File: config.mk
export PLATFORM = sky130hd
export DESIGN_NAME = shift_round_sequencer_flat
export DESIGN_NICKNAME = d
export VERILOG_FILES = /design/src/rtl/shift_round_sequencer_pkg.sv /design/src/rtl/shift_round_sequencer_if.sv /design/src/rtl/shift_round_sequencer_watchdog.sv /design/src/rtl/shift_round_sequencer.sv /design/src/flat_wrapper.sv
export SDC_FILE = /design/constraint.sdc
export NUM_CORES = 1
export LEC_CHECK = 0
export ABC_AREA = 1
export CAP_MARGIN = 10
export CORE_MARGIN = 1
export CORE_UTILIZATION = 52
export DETAILED_ROUTE_END_ITERATION = 10
export PLACE_DENSITY = 0.81
export SLEW_MARGIN = 20
export SYNTH_ARGS = -nofsm -noshare
export SYNTH_HDL_FRONTEND = slang
export SYNTH_SLANG_ARGS = --single-unit
File: constraint.sdc
create_clock -name clk -period 2.2 [get_ports clk]
set_input_delay 0.22 -clock clk [delete_from_list [all_inputs] [get_ports clk]]
set_output_delay 0.22 -clock clk [all_outputs]
set_load 0.01 [all_outputs]
File: src/rtl/shift_round_sequencer_pkg.sv
// Shared constants, state encoding and step reduction for the shift/round sequencer.
// SEQ_WATCHDOG_EN enables the SHIFT/COMPUTE watchdog and the ERR state.
package shift_seq_pkg;

    localparam int LANES   = 33;
    localparam int STEP_W  = 6;
    localparam int ROUND_W = 6;
    localparam int TIMEOUT = 64;
    localparam int WD_W    = $clog2(TIMEOUT) + 1;

    typedef enum logic [2:0] {
        IDLE,
        LOAD,
        SHIFT,
        COMPUTE,
        NEXT,
        DONE,
        ERR
    } state_t;

    // One subtraction is enough: the largest step (63) is below 2*LANES.
    function automatic logic [STEP_W-1:0] reduce_step(
        input logic [STEP_W-1:0] s
    );
        return (s >= STEP_W'(LANES)) ? s - STEP_W'(LANES) : s;
    endfunction

endpackage

File: src/rtl/shift_round_sequencer_if.sv
// Control bundle between the sequencer (master) and the shifter plus MAC array (slave).
// Signal names match the shifter/MAC pins one-to-one.
interface shift_seq_if;
    import shift_seq_pkg::*;

    logic              shift_enable;
    logic              shift_direction;
    logic [STEP_W-1:0] step_size;
    logic              direct_connection;
    logic              shift_ready;
    logic              compute_start;
    logic              compute_done;

    modport master (
        output shift_enable,
        output shift_direction,
        output step_size,
        output direct_connection,
        output compute_start,
        input  shift_ready,
        input  compute_done
    );

    modport slave (
        input  shift_enable,
        input  shift_direction,
        input  step_size,
        input  direct_connection,
        input  compute_start,
        output shift_ready,
        output compute_done
    );

endinterface

File: src/rtl/shift_round_sequencer_watchdog.sv
// Cycle watchdog for the handshake states; clr marks the first cycle in a state.
// Only instantiated when SEQ_WATCHDOG_EN is defined.
module seq_watchdog
    import shift_seq_pkg::*;
(
    input  logic clk,
    input  logic rst_n,
    input  logic clr,
    input  logic en,
    output logic expired
);

    logic [WD_W-1:0] cnt;
    logic [WD_W-1:0] cur;

    // cur is the number of cycles already spent in the state before this one
    assign cur     = clr ? '0 : cnt;
    assign expired = en && (cur == WD_W'(TIMEOUT - 1));

    always_ff @(posedge clk or negedge rst_n) begin
        if (!rst_n) begin
            cnt <= '0;
        end else if (en) begin
            cnt <= cur + WD_W'(1);
        end else begin
            cnt <= '0;
        end
    end

endmodule

File: src/rtl/shift_round_sequencer.sv
// Steps the circular shifter and MAC array through the rounds of one pass.
// Define SEQ_WATCHDOG_EN to add the handshake watchdog and sticky error.
module shift_round_sequencer
    import shift_seq_pkg::*;
(
    input  logic               clk,
    input  logic               rst_n,
    input  logic               start,
    input  logic               abort,
    input  logic [ROUND_W-1:0] cfg_rounds,
    input  logic [STEP_W-1:0]  cfg_step,
    input  logic               cfg_dir,
    input  logic               cfg_bypass_first,
    shift_seq_if.master        sh,
    output logic [ROUND_W-1:0] round_idx,
    output logic               busy,
    output logic               done,
    output logic               error
);

    state_t             state;
    logic [ROUND_W-1:0] rounds;
    logic [STEP_W-1:0]  step_q;
    logic               dir_q;
    logic               bypass;

`ifdef SEQ_WATCHDOG_EN
    state_t prev_state;
    logic   err_q;
    logic   wd_en;
    logic   wd_clr;
    logic   wd_expired;

    assign wd_en  = (state == SHIFT) || (state == COMPUTE);
    assign wd_clr = (state != prev_state);
    assign error  = err_q;

    always_ff @(posedge clk or negedge rst_n) begin
        if (!rst_n) prev_state <= IDLE;
        else        prev_state <= state;
    end

    seq_watchdog u_wd (
        .clk     (clk),
        .rst_n   (rst_n),
        .clr     (wd_clr),
        .en      (wd_en),
        .expired (wd_expired)
    );
`else
    assign error = 1'b0;
`endif

    always_ff @(posedge clk or negedge rst_n) begin
        if (!rst_n) begin
            state                <= IDLE;
            rounds               <= '0;
            step_q               <= '0;
            dir_q                <= 1'b0;
            bypass               <= 1'b0;
            round_idx            <= '0;
            busy                 <= 1'b0;
            done                 <= 1'b0;
            sh.shift_enable      <= 1'b0;
            sh.shift_direction   <= 1'b0;
            sh.step_size         <= '0;
            sh.direct_connection <= 1'b0;
            sh.compute_start     <= 1'b0;
`ifdef SEQ_WATCHDOG_EN
            err_q                <= 1'b0;
`endif
        end else if (abort) begin
            state                <= IDLE;
            round_idx            <= '0;
            busy                 <= 1'b0;
            done                 <= 1'b0;
            sh.shift_enable      <= 1'b0;
            sh.direct_connection <= 1'b0;
            sh.compute_start     <= 1'b0;
`ifdef SEQ_WATCHDOG_EN
            err_q                <= 1'b0;
`endif
        end else begin
            done             <= 1'b0;
            sh.compute_start <= 1'b0;
            unique case (state)
                IDLE: begin
                    if (start) begin
                        rounds <= cfg_rounds;
                        step_q <= cfg_step;
                        dir_q  <= cfg_dir;
                        bypass <= cfg_bypass_first;
                        busy   <= 1'b1;
                        state  <= LOAD;
                    end
                end
                LOAD: begin
                    sh.shift_direction <= dir_q;
                    sh.step_size       <= reduce_step(step_q);
                    if (rounds == '0) begin
                        done  <= 1'b1;
                        state <= DONE;
                    end else if (bypass) begin
                        sh.direct_connection <= 1'b1;
                        sh.compute_start     <= 1'b1;
                        state                <= COMPUTE;
                    end else begin
                        sh.shift_enable <= 1'b1;
                        state           <= SHIFT;
                    end
                end
                SHIFT: begin
`ifdef SEQ_WATCHDOG_EN
                    if (wd_expired) begin
                        sh.shift_enable <= 1'b0;
                        err_q           <= 1'b1;
                        state           <= ERR;
                    end else
`endif
                    if (sh.shift_ready) begin
                        sh.shift_enable  <= 1'b0;
                        sh.compute_start <= 1'b1;
                        state            <= COMPUTE;
                    end
                end
                COMPUTE: begin
`ifdef SEQ_WATCHDOG_EN
                    if (wd_expired) begin
                        sh.direct_connection <= 1'b0;
                        err_q                <= 1'b1;
                        state                <= ERR;
                    end else
`endif
                    // a done seen in the kick cycle belongs to no request of ours
                    if (!sh.compute_start && sh.compute_done) begin
                        state <= NEXT;
                    end
                end
                NEXT: begin
                    sh.direct_connection <= 1'b0;
                    if (round_idx == rounds - ROUND_W'(1)) begin
                        done  <= 1'b1;
                        state <= DONE;
                    end else begin
                        round_idx       <= round_idx + ROUND_W'(1);
                        sh.shift_enable <= 1'b1;
                        state           <= SHIFT;
                    end
                end
                DONE: begin
                    round_idx <= '0;
                    busy      <= 1'b0;
                    state     <= IDLE;
                end
`ifdef SEQ_WATCHDOG_EN
                ERR: begin
                    if (start) begin
                        rounds    <= cfg_rounds;
                        step_q    <= cfg_step;
                        dir_q     <= cfg_dir;
                        bypass    <= cfg_bypass_first;
                        round_idx <= '0;
                        err_q     <= 1'b0;
                        state     <= LOAD;
                    end
                end
`endif
                default: begin
                    busy  <= 1'b0;
                    state <= IDLE;
                end
            endcase
        end
    end

endmodule

File: src/flat_wrapper.sv
// flat-port wrapper written by rule: the top's interface ports become plain ports
module shift_round_sequencer_flat import shift_seq_pkg::*;
  (clk, rst_n, start, abort, cfg_rounds, cfg_step, cfg_dir, cfg_bypass_first, round_idx, busy, done, error, sh_shift_enable, sh_shift_direction, sh_step_size, sh_direct_connection, sh_compute_start, sh_shift_ready, sh_compute_done);
  shift_seq_if sh_i ();
  input  logic clk;
  input  logic rst_n;
  input  logic start;
  input  logic abort;
  input  logic [ROUND_W-1:0] cfg_rounds;
  input  logic [STEP_W-1:0] cfg_step;
  input  logic cfg_dir;
  input  logic cfg_bypass_first;
  output logic [ROUND_W-1:0] round_idx;
  output logic busy;
  output logic done;
  output logic error;
  output wire logic [$bits(sh_i.shift_enable)-1:0] sh_shift_enable;
  output wire logic [$bits(sh_i.shift_direction)-1:0] sh_shift_direction;
  output wire logic [$bits(sh_i.step_size)-1:0] sh_step_size;
  output wire logic [$bits(sh_i.direct_connection)-1:0] sh_direct_connection;
  output wire logic [$bits(sh_i.compute_start)-1:0] sh_compute_start;
  input wire logic [$bits(sh_i.shift_ready)-1:0] sh_shift_ready;
  input wire logic [$bits(sh_i.compute_done)-1:0] sh_compute_done;
  assign sh_shift_enable = sh_i.shift_enable;
  assign sh_shift_direction = sh_i.shift_direction;
  assign sh_step_size = sh_i.step_size;
  assign sh_direct_connection = sh_i.direct_connection;
  assign sh_compute_start = sh_i.compute_start;
  assign sh_i.shift_ready = sh_shift_ready;
  assign sh_i.compute_done = sh_compute_done;
  shift_round_sequencer u_core (.clk(clk), .rst_n(rst_n), .start(start), .abort(abort), .cfg_rounds(cfg_rounds), .cfg_step(cfg_step), .cfg_dir(cfg_dir), .cfg_bypass_first(cfg_bypass_first), .sh(sh_i), .round_idx(round_idx), .busy(busy), .done(done), .error(error));
endmodule
After elaboration in Yosys (flattened, before gate mapping)
Cells that the tools add are included.
{"block": "word_totals", "input_bits": 20, "regBits": 35}
{"block": "classes", "add_sub_neg": 3, "bitwise_logic": 1, "n_lt_le_gt_ge": 1, "n_mux": 34, "n_reduce_logical": 15, "n_eq_ne": 14}
{"cell": "two-way mux 1 bit", "n": 18}
{"cell": "two-way mux 3 bit", "n": 6}
{"cell": "two-way mux 6 bit", "n": 3}
{"cell": "!= test 3 bit, second input constant", "n": 5}
{"cell": "one-hot mux 3 bit (5 select lines)", "n": 1}
{"cell": "one-hot mux 6 bit (2 select lines)", "n": 1}
{"cell": "AND reduction 3 bit", "n": 3}
{"cell": "one-hot mux 1 bit (2 select lines)", "n": 4}
{"cell": "adder 6 x 1 -> 6 bit, second input constant", "n": 1}
{"cell": "== test 3 x 2 -> 1 bit, second input constant", "n": 2}
{"cell": "== test 3 bit, second input constant", "n": 2}
{"cell": "== test 6 bit", "n": 1}
{"cell": "greater-or-equal comparator 6 bit, second input constant", "n": 1}
{"cell": "zero test 6 bit", "n": 1}
{"cell": "!= test 3 x 2 -> 1 bit, second input constant", "n": 2}
{"cell": "AND reduction 2 bit", "n": 3}
{"cell": "nonzero test 3 bit", "n": 2}
{"cell": "subtractor 6 x 1 -> 6 bit, second input constant", "n": 1}
{"cell": "subtractor 6 bit, second input constant", "n": 1}
{"cell": "AND reduction 5 bit", "n": 1}
{"cell": "nonzero test 4 bit", "n": 1}
{"cell": "OR reduction 4 bit", "n": 1}
{"cell": "== test 3 x 1 -> 1 bit, second input constant", "n": 1}
{"cell": "zero test 3 bit", "n": 1}
{"cell": "other kinds (5)", "n": 5}

Logic depth before layout (Yosys ltp)
{"block": "logic_depth", "depth_word": 5, "depth_mapped": 13}

Least setup slack after synthesis
Ideal clock, no wire load.
{"block": "synth_path", "path_type": "register to register", "start": "reg u_core.rounds[0]", "end": "reg u_core.round_idx[4]", "setup_ns": 0.123, "path_stages_with_launch": 11, "path_slack_ns": 0.621, "n_path_buf": 0, "synth_period_minus_slack_ns": 1.579, "t_arrival_ns": 1.456, "cell_sequence": "dfrtp_1 > inv_1 > ha_1 > nand2_1 > nand4_1 > nor2_4 > nand4_2 > nand2_1 > inv_2 > nand2_1 > o21ai_1"}
{"block": "synth_via", "elab_chain_cells": 4}
{"element": "from (decl)", "line": "shift_round_sequencer.sv:22", "source": "logic [ROUND_W-1:0] rounds;"}
{"element": "from (signal assigned)", "line": "shift_round_sequencer.sv:89", "source": "rounds <= cfg_rounds;"}
{"element": "subtractor 6 x 1 -> 6 bit", "line": "shift_round_sequencer.sv:141", "source": "if (round_idx == rounds - ROUND_W'(1)) begin"}
{"element": "== test 6 bit", "line": "shift_round_sequencer.sv:141"}
{"element": "!= test 3 bit (no line)"}
{"element": "AND reduction 2 bit (no line)"}
{"element": "to (signal assigned)", "line": "shift_round_sequencer.sv:145", "source": "round_idx <= round_idx + ROUND_W'(1);"}
{"element": "to (decl)", "line": "shift_round_sequencer.sv:15", "source": "output logic [ROUND_W-1:0] round_idx,"}
No other way between the ends.
A chain may end at the register's enable or synchronous reset.

Worst setup path in the final report
Ends and elaborated chain as after synthesis.

==> results.py <==
metrics = {
    "outcome": {
        "status": "complete, no violations",
    },
    "yosys": {
        "seq_area_frac_synth": 0.427,
        "synth_largest_area_cell": "dfrtp_1",
        "synth.distinct_cells": 36,
        "ys_ff_latch": 35,
        "synthesis.nets": 294,
        "ys_warn_count": 0,
        "syn_area_per_cell_sq_um": 7.62,
        "yosys-top-cells-area": "dfrtp_1, nand2_1, inv_1, nor2_1, a21oi_1",
        "synthCells": 269,
        "yosys.area.top_type_share": 0.427,
        "netlist_area_sq_mm": 0.00205,
    },
    "run": {
        "drv_cap": 0,
    },
    "hold_path": {
        "hp-class": "in2async",
    },
    "setup_path": {
        "critPathRequiredTime_ps": 2380,
        "endpoint_kind": "flip-flop",
        "cpPeakStageDelay_ps": 400,
        "critPathSlowestCell": "dfrtp_1",
        "critPathBufInv": 2,
        "crit_path_max_fanout": 10,
        "critPathTopFamily": "simple AND/OR/NAND/NOR gates",
        "crit_type": "reg2reg",
        "path_cells": "inv_1 -> ha_1 -> nand2_1 -> nand4_1 -> nor2_4 -> nand4_2 -> nand2_1 -> inv_2 -> nand2_1 -> o21ai_1",
        "crit_top_cell": "nand2_1",
        "cp.arrival_ps": 1900,
        "start_kind": "flip-flop",
    },
    "clock_tree": {
        "clkTransAtPathRegs_ps": 70,
        "cts.sinks": 35,
        "clock-root-buffer": "clkbuf_8",
        "cts_setup_buffers": 0,
        "cts_tree": "done",
        "ctsResizeCount": 0,
        "cts_hold_buf": 0,
        "clock_latency_ps": 290,
        "cts_inserted_buffers": 5,
        "cts_buffer_depth": 2,
        "htreeDepth": 2,
    },
    "placed_design": {
        "place_area_sq_mm": 0.00247,
        "dpl.hpwl_um": 3380,
        "gp_congestion": 0.856,
        "dpl_worst_slack_ps": 451,
        "portBuffers": 37,
    },
    "global_routing": {
        "grt_pass1_wl_um": 7780,
        "track_usage": 0.250,
        "antenna_found_initial": 0,
        "grt_pass1_vias": 1806,
        "grt_max_degree": 36,
        "grt_overflow": 0,
    },
    "sta": {
        "final-setup-viol-count": 0,
        "min_period_over_period": 0.784,
        "hold_violations": 0,
        "tns_ps": 0,
        "timing.hold.ws_ps": 339,
        "rsz0062_at_grt": "false",
        "drv_slew": 0,
        "fmax_ghz": 0.580,
        "fin_crit_ps": 1720,
        "fin_ws_ps": 476,
        "skew_ps": 8.37,
    },
    "floorplan": {
        "die_area_sq_mm": 0.00420,
        "coreArea_sq_mm": 0.00372,
        "die_x_um": 64.8,
        "start_util": 0.552,
        "die_height_um": 64.8,
        "ios": 39,
        "rows": 22,
    },
    "detailed_routing": {
        "wl_per_cell_um": 12.8,
        "drc_errors": 0,
        "via_count": 1848,
        "drtIter0Drc": 205,
        "wirelength_um": 4640,
        "dr.pass1.iters": 4,
        "postRouteAntennaNets": 0,
        "viasPerCell": 5.12,
    },
    "cells_and_area": {
        "fin_area_sq_mm": 0.00258,
        "antenna_cells": 0,
        "drive_gt1_frac": 0.105,
        "syn2layout_area_growth_pct": 26.1,
        "nNetsFinal": 337,
    },
    "power_and_ir_drop": {
        "total_power_mw": 3.00,
        "p_leak_nw": 1.26,
        "cellPowerDensity_mw_per_mm2": 1160,
        "ir_worst_vdd_uv": 742,
    },
}
area by class of cell:
class / instances / area (sq um)
fill: 317 / 1130
multi-input combinational: 187 / 977
sequential: 35 / 876
timing repair buffer: 40 / 393
inverter: 43 / 161
clock buffer: 6 / 82.6
tap: 48 / 60.1
clock inverter: 2 / 35.0
Yosys cell counts, drive strengths merged:
master / instances
buf: 4
a21oi: 17
conb: 1
or2: 1
o22ai: 2
mux2: 3
nand4: 6
and3: 1
nor3: 6
nor2: 37
dfrtp: 35
nand3: 13
nor4: 2
ha: 5
nand2: 69
nand3b: 1
o31ai: 1
inv: 43
a31oi: 3
xor2: 4
o21ai: 15
cells by family after synthesis:
kind of cell,synth area share
simple gates,0.307
other cells,0.00183
mux,0.0165
xor+xnor,0.0171
fa+ha+maj,0.0305
flops,0.427
buf+inv,0.0958
compound gates,0.104
metrics by stage:
step                      utilization  cells
after floorplan                     -    269
after global placement          0.664    353
after detailed placement        0.664    353
after CTS                       0.696    361
after global routing            0.696    361
final                           0.696    361
power by group:
part | internal [mW] | total, mW | switching (mW)
Clock | 0.367 | 0.603 | 0.236
Combinational | 0.550 | 1.33 | 0.784
Sequential | 0.880 | 1.07 | 0.188
cell usage in the layout, fill, tap and decap left out:
cell / n
nand2_1: 66
inv_1: 38
clkdlybuf4s50_1: 37
dfrtp_1: 35
nor2_1: 33
a21oi_1: 16
nand3_1: 13
o21ai_1: 9
clkbuf_8: 6
nand4_1: 5
inv_2: 5
o21ai_0: 5
ha_1: 5
xor2_1: 4
nor3_1: 3
a31oi_1: 3
buf_4: 3
nor2_2: 2
nor3_4: 2
nor2_4: 2
nand2_2: 2
nor4_1: 2
mux2_2: 2
nand2_4: 1
o22ai_1: 1
a21oi_2: 1
o21ai_2: 1
nand4_2: 1
nor3_2: 1
or2_2: 1
o22ai_2: 1
and3_1: 1
o31ai_1: 1
mux2_1: 1
nand3b_1: 1
conb_1: 1
bufinv_16: 1
clkinv_2: 1
flip-flops by register name, indices dropped and copies added (netlist names):
name / cells
u_core.busy: 1
u_core.sh.shift_direction: 1
u_core.sh.direct_connection: 1
u_core.rounds: 6
u_core.dir_q: 1
u_core.done: 1
u_core.sh.step_size: 6
u_core.step_q: 6
u_core.round_idx: 6
u_core.sh.shift_enable: 1
u_core.sh.compute_start: 1
u_core.bypass: 1
u_core.state: 3
per-layer routing:
metal / vias up / wire [um] / track usage
met5: - / 0 / 0
li1: 942 / - / -
met2: 47 / 2250 / 0.421
met1: 854 / 2120 / 0.300
met4: 0 / 61 / 0.103
met3: 5 / 213 / 0.0687
path summary, 6_finish.rpt:
kind	slack (ps)	startpoint	endpoint	depth (start not counted)
worst max-delay path	480	u_core.rounds[0]	u_core.round_idx[4]	10
worst min-delay path	340	rst_n	u_core.round_idx[1]	2
worst max register to register	480	u_core.rounds[0]	u_core.round_idx[4]	10
worst min register to register	480	u_core.dir_q	u_core.sh.shift_direction	2
max in group asynchronous	1550	rst_n	u_core.rounds[4]	2
min in group clk	480	u_core.dir_q	u_core.sh.shift_direction	2
(Power assumes the default switching activity.)
